**src/rtl/black_box_pkg.sv**
```systemverilog
// Shared constants for the black_box slice: counter width default, the
// reference truth table of the select mux and the coverage index helper.
package black_box_pkg;

    localparam int unsigned CNT_W_DEFAULT = 8;
    localparam int unsigned COV_W         = 8;
    localparam int unsigned IDX_W         = 3;

    // Expected g_out for each {c_in,k_in,f_in}, bit index = that 3-bit value.
    localparam logic [COV_W-1:0] TRUTH_TABLE = 8'hB8;

    // Coverage bit index for one input combination.
    function automatic logic [IDX_W-1:0] cov_idx(input logic c, input logic k, input logic f);
        return {c, k, f};
    endfunction

endpackage

```
**src/rtl/black_box_core.sv**
```systemverilog
// Combinational core: two-way select, f_in when k_in is high, c_in otherwise.
// Ports:
//   g_out - selected data, zero latency
//   c_in  - data chosen when k_in = 0
//   k_in  - select
//   f_in  - data chosen when k_in = 1
module black_box_core (
    output logic g_out,
    input  logic c_in,
    input  logic k_in,
    input  logic f_in
);

    assign g_out = k_in ? f_in : c_in;

endmodule

```
**src/rtl/black_box.sv**
```systemverilog
// black_box: combinational select plus its registered copy, a saturating
// count of registered rising edges and a sticky input-combination coverage map.
// Ports:
//   g_out    - combinational select result (unaffected by clk/reset)
//   c_in     - data input when k_in = 0
//   k_in     - select input
//   f_in     - data input when k_in = 1
//   clk      - clock, rising edge
//   reset    - asynchronous, active-high reset
//   g_q      - g_out delayed by one clock
//   rise_cnt - saturating count of g_q 0->1 transitions
//   cov      - sticky coverage, bit {c_in,k_in,f_in} set when sampled
//   cov_full - all coverage bits set (combinational)
module black_box
    import black_box_pkg::*;
#(
    parameter int unsigned CNT_W = CNT_W_DEFAULT
) (
    output logic             g_out,
    input  logic             c_in,
    input  logic             k_in,
    input  logic             f_in,
    input  logic             clk,
    input  logic             reset,
    output logic             g_q,
    output logic [CNT_W-1:0] rise_cnt,
    output logic [COV_W-1:0] cov,
    output logic             cov_full
);

    localparam logic [CNT_W-1:0] CNT_MAX = '1;

    logic             rise_c;
    logic [COV_W-1:0] cov_nxt;

    // Keeps the combinational path in its own block so positional 4-port
    // instances of the top still see the mux on the first four ports.
    black_box_core u_core (
        .g_out (g_out),
        .c_in  (c_in),
        .k_in  (k_in),
        .f_in  (f_in)
    );

    // A rise is the register about to go 0 -> 1 on this edge.
    assign rise_c = ~g_q & g_out;

    // Mark the currently applied input combination.
    always_comb begin
        cov_nxt                      = cov;
        cov_nxt[cov_idx(c_in, k_in, f_in)] = 1'b1;
    end

    assign cov_full = &cov;

    // Registered copy, rise counter and coverage; reset wins over any edge.
    always_ff @(posedge clk or posedge reset) begin
        if (reset) begin
            g_q      <= 1'b0;
            rise_cnt <= '0;
            cov      <= '0;
        end else begin
            g_q <= g_out;
            if (rise_c && (rise_cnt != CNT_MAX)) begin
                rise_cnt <= rise_cnt + CNT_W'(1);
            end
            cov <= cov_nxt;
        end
    end

endmodule

```
**config.mk**
```make
export PLATFORM = sky130hd
export DESIGN_NAME = black_box
export DESIGN_NICKNAME = d
export VERILOG_FILES = /design/src/rtl/black_box_pkg.sv /design/src/rtl/black_box_core.sv /design/src/rtl/black_box.sv
export SDC_FILE = /design/constraint.sdc
export NUM_CORES = 1
export LEC_CHECK = 0
export BUFFER_PORTS_ARGS = -buffer_cell sky130_fd_sc_hd__buf_2
export CORE_UTILIZATION = 48
export DETAILED_ROUTE_END_ITERATION = 16
export PLACE_DENSITY = 0.76
export SETUP_SLACK_MARGIN = 0.5
export SLEW_MARGIN = 15
export SYNTH_ARGS = -nofsm -noshare
export SYNTH_HDL_FRONTEND = slang
export SYNTH_SLANG_ARGS = --single-unit
```
**constraint.sdc**
```tcl
create_clock -name clk -period 2.1 [get_ports clk]
set_input_delay 0.21 -clock clk [delete_from_list [all_inputs] [get_ports clk]]
set_output_delay 0.21 -clock clk [all_outputs]
set_load 0.05 [all_outputs]
```
==> After elaboration in Yosys (flattened, before gate mapping) <==
Index checks and enable logic that the tools add are counted.
{ "word_totals": {"ff_bits": 17, "in_bits": 5, "output_inout_bits": 19, "word_cells": 16} }
{ "op_classes": {"addsub": 1, "magnitude_cmp": 2, "eq_ne": 1, "muxes": 3, "n_bitwise": 3, "reduce_logical": 3} }
{ "ops": {"columns": ["op", "n"], "rows": [
  ["$add A8 B1 Y8 const B", 1],
  ["$ne A8 B8 Y1 const B", 1],
  ["$or A8 B8 Y8", 1],
  ["$reduce_and A8 Y1", 1],
  ["$lt A3 B4 Y1 const B", 1],
  ["$demux W1 S3", 1],
  ["$ge A3 B1 Y1 const B", 1],
  ["$logic_and A1 B1 Y1", 2],
  ["$mux W1", 2],
  ["$and A1 B1 Y1", 1],
  ["$not A1 Y1", 1]
]} }

==> Depth between registers and ports, before layout <==
{ "depth": {"ltp_word": 5, "ltp_mapped": 5, "ltp_nobuf": 5} }

==> Hierarchy <==
A second synthesis with hierarchy kept.
{ "unflattened": {"cells_unflattened": 60, "area_unflattened_um2": 747.0} }
{ "modules_own_cells": {"columns": ["mod", "instances", "cells_per_inst", "area_each_um2", "seq_area_each_um2"], "rows": [
  ["black_box", 1, 59, 732.0, 425.4],
  ["black_box_core", 1, 1, 15.0, 0.0]
]} }

==> Least setup slack after synthesis <==
No wires, ideal clock.
{ "synth_timing": {"path_type": "register -> register", "start": "register rise_cnt[0]", "end": "register rise_cnt[6]", "setup_time_ns": 0.125, "arrival_ns": 1.709, "required_ns": 1.975, "slack_ns": 0.267, "path_stages_with_launch": 6, "path_buffers": 0, "period_less_slack_ns": 1.833, "path_cell_list": "dfrtp_1 ha_1 and2_1 nand4_1 nor3_1 mux2_2"} }
{ "synth_between": {"elab_chain_cells": 2, "elab_cells_between_ends": 3, "classes_between": "add/sub (1); eq/ne (1); reduce/logical (1)"} }
{ "synth_rtl": {"columns": ["element", "line_no", "source"], "rows": [
  ["start, declared", "black_box.sv:26", "output logic [CNT_W-1:0] rise_cnt,"],
  ["start signal, assigned", "black_box.sv:65", "rise_cnt <= rise_cnt + CNT_W'(1);"],
  ["branches (longest 2 deep; another with $add A8 B1 Y8)", null, null]
]} }
Several ways; the timed one is not identified.
A chain may end at the register's enable or synchronous reset.

==> Final worst setup path <==
{ "layout_timing": {"start": "register rise_cnt[0]", "end": "register rise_cnt[1]"} }
The elaborated chain is that of the path after synthesis.

==> flow_summary.ini <==
[status]
outcome = complete, but fails checks
violations = hold timing

[timing]
drv_slew = 0
period_needed_ps = 1490
fin_worst_skew_ps = 6.46
slew_headroom = 0.588
fmax_ghz = 0.673
finalHoldViolCount = 17
fin_setup_tns_ps = 0
rsz0062_at_grt = false
fin_crit_sh = 0.708
worst_pin_slew_ps = 617
setup_viol = 0
holdWs_ps = -14.1

[layout]
drive_above_1_share = 0.516
diodes = 0
fin_cells = 107
area_growth_pct = 22.5
final_nets = 98
fillers = 135

[setup_path]
crit_top_cell = and2_4
crit_cells = 5
crit_required_ps = 2270
crit_chain = ha_2 -> and2_4 -> nand3_1 -> and2_4 -> mux2_2
critPathBufInv = 0
rr_worst_depth = 5
cpPeakStageDelay_ps = 440
cp-start-kind = register
crit_arrival_ps = 1650
crit_path_end_kind = register
worst-path-max-fanout = 5
crit_family = flip-flops
worst-setup-path-type = reg -> reg
cp_slowest_cell = dfrtp_2

[cts]
hold_buffers = 0
cts-resized-gates = 0
cts.sinks = 17
tritoncts = yes
path_clk_slew_ps = 90
clockBufferDepth = 2
htree_levels = 1
insertion_delay_ps = 280
cts-root-buf = clkbuf_4
cts_made_buffers = 3
postCtsSetupRepairBufs = 0

[synth]
synth_largest_type_area_fraction = 0.558
async_flop_share = 1.00
ys_top_cells_by_area = dfrtp_1 56%, a31o_2 4.6%, nand3_1 3.3%, mux2_2 3.0%, a21oi_1 2.6%
synth_cell_types = 27
yosysWarningCount = 0
synth_area_per_cell_um2 = 11.7
netlist.top_cell.by_area = dfrtp_1
postSynthCellCount = 65
syn-cell-area_um2 = 762
synth_nets = 71
ys.flop_type = dfrtp_1
synth_edf_count = 0
synth-seq-cells = 17
yosysSeqAreaShare = 0.558

[route]
wl_per_cell_um = 13.3
drc = 0
antenna_left = 0
drt_iter0_drc = 3
vias = 599
routed_wl_um = 1420
first_pass_iters = 4
via_per_inst = 5.60

[global_route]
antenna_found_initial = 0
grt_pass1_wl_um = 2440
overflow = 0
grt_pass1_vias = 559
grt_max_degree = 18
grt_util_all_layers = 0.189

[floorplanning]
die_area_mm2 = 0.00175
boundaryPins = 24
die_w_um = 41.8
start_util = 0.512
core_area_mm2 = 0.00149
die_h_um = 41.8
fp-row-count = 14

[placed_design]
place_congestion = 0.792
dp_hpwl_um = 1080
portBuffers = 23
dp_cells = 103

[pwr]
power.density_mw_per_mm2 = 1160
ir_drop_mv = 0.530
leakage_nw = 0.415

[hold_path]
hold_class = in -> async

[job]
maxCapViolCount = 0
==> metrics by stage <==
stage / total power, mW / setup slack (ps) / utilization / cell area, um2 / hold slack (ps)
floorplan: 0.818 / 465 / - / 779 / 136
global placement: 0.916 / 649 / 0.609 / 907 / 316
detailed placement: 0.922 / 624 / 0.609 / 907 / 316
CTS: 1.09 / 608 / 0.627 / 933 / 2.45
global route: 1.14 / 533 / 0.627 / 933 / 53.9
finish: 1.08 / 614 / 0.627 / 933 / -14.1
==> cell usage in the layout, fill, tap and decap left out, drive strengths merged, types with 2 or more instances in the layout <==
master   n
and2     2
nand4    3
inv      5
nor3     2
a31o     4
nand2    2
buf     23
clkbuf   4
mux2     3
a21oi    4
a21o     2
nand3    6
nor2     3
dfrtp   17
==> area by class of cell <==
| class | count | area, um2 | area share |
|---|---|---|---|
| flip-flops and latches | 17 | 433 | 0.464 |
| clock buffers | 4 | 26.3 | 0.0282 |
| repair buffers | 23 | 115 | 0.123 |
| inverters | 5 | 18.8 | 0.0201 |
| well taps | 16 | 20.0 | 0.0214 |
| multi-input cells | 42 | 320 | 0.343 |
==> worst register-to-register path, delay by kind of cell, from the launching register on <==
kind	cells	cell delay, ps
flip-flops	1	440
AND/OR/NAND/NOR	3	430
multiplexers	1	320
adder cells (fa/ha/maj)	1	190
==> synthesized netlist by cell type, drive strengths merged (2+ instances only) <==
| master | count |
|---|---|
| a21o | 2 |
| a21oi | 4 |
| a31o | 4 |
| and2 | 2 |
| dfrtp | 17 |
| inv | 5 |
| mux2 | 3 |
| nand2 | 2 |
| nand3 | 6 |
| nand4 | 3 |
| nor2 | 3 |
| nor3 | 2 |
==> final timing paths <==
| path | start | to | slack, ps |
|---|---|---|---|
| worst max-delay path | rise_cnt[0]$_DFFE_PP0P_ | rise_cnt[1]$_DFFE_PP0P_ | 610 |
| worst min-delay path | reset | rise_cnt[3]$_DFFE_PP0P_ | -10 |
| worst max register to register | rise_cnt[0]$_DFFE_PP0P_ | rise_cnt[1]$_DFFE_PP0P_ | 610 |
| worst min register to register | cov[1]$_DFF_PP0_ | cov[1]$_DFF_PP0_ | 480 |
| max in group asynchronous | reset | rise_cnt[0]$_DFFE_PP0P_ | 1680 |
| min in group clk | c_in | cov[3]$_DFF_PP0_ | 220 |
==> flip-flops by register name, indices dropped and copies added (netlist names) <==
| register | cells |
|---|---|
| rise_cnt | 8 |
| cov | 8 |
| g_q | 1 |
==> layer usage <==
metal | wire length (um) | global-route usage
met1 | 624 | 0.210
met5 | 0 | 0
met3 | 34 | 0.0261
met4 | 38 | 0.135
met2 | 721 | 0.328
==> report_power, final <==
group	switching (mW)	total, mW	internal [mW]
logic	0.314	0.440	0.126
registers	0.0763	0.473	0.397
clock network	0.0928	0.167	0.0737
total	0.483	1.08	0.597
==> logic make-up after synthesis <==
logic type / synth area share
and+or+nand+nor: 0.169
DFF: 0.558
AOI/OAI and AO/OA: 0.131
buffers and inverters: 0.0345
muxes: 0.0673
xor gates and xnor gates: 0.0230
adders and majority gates: 0.0164
(Power assumes the default switching activity.)
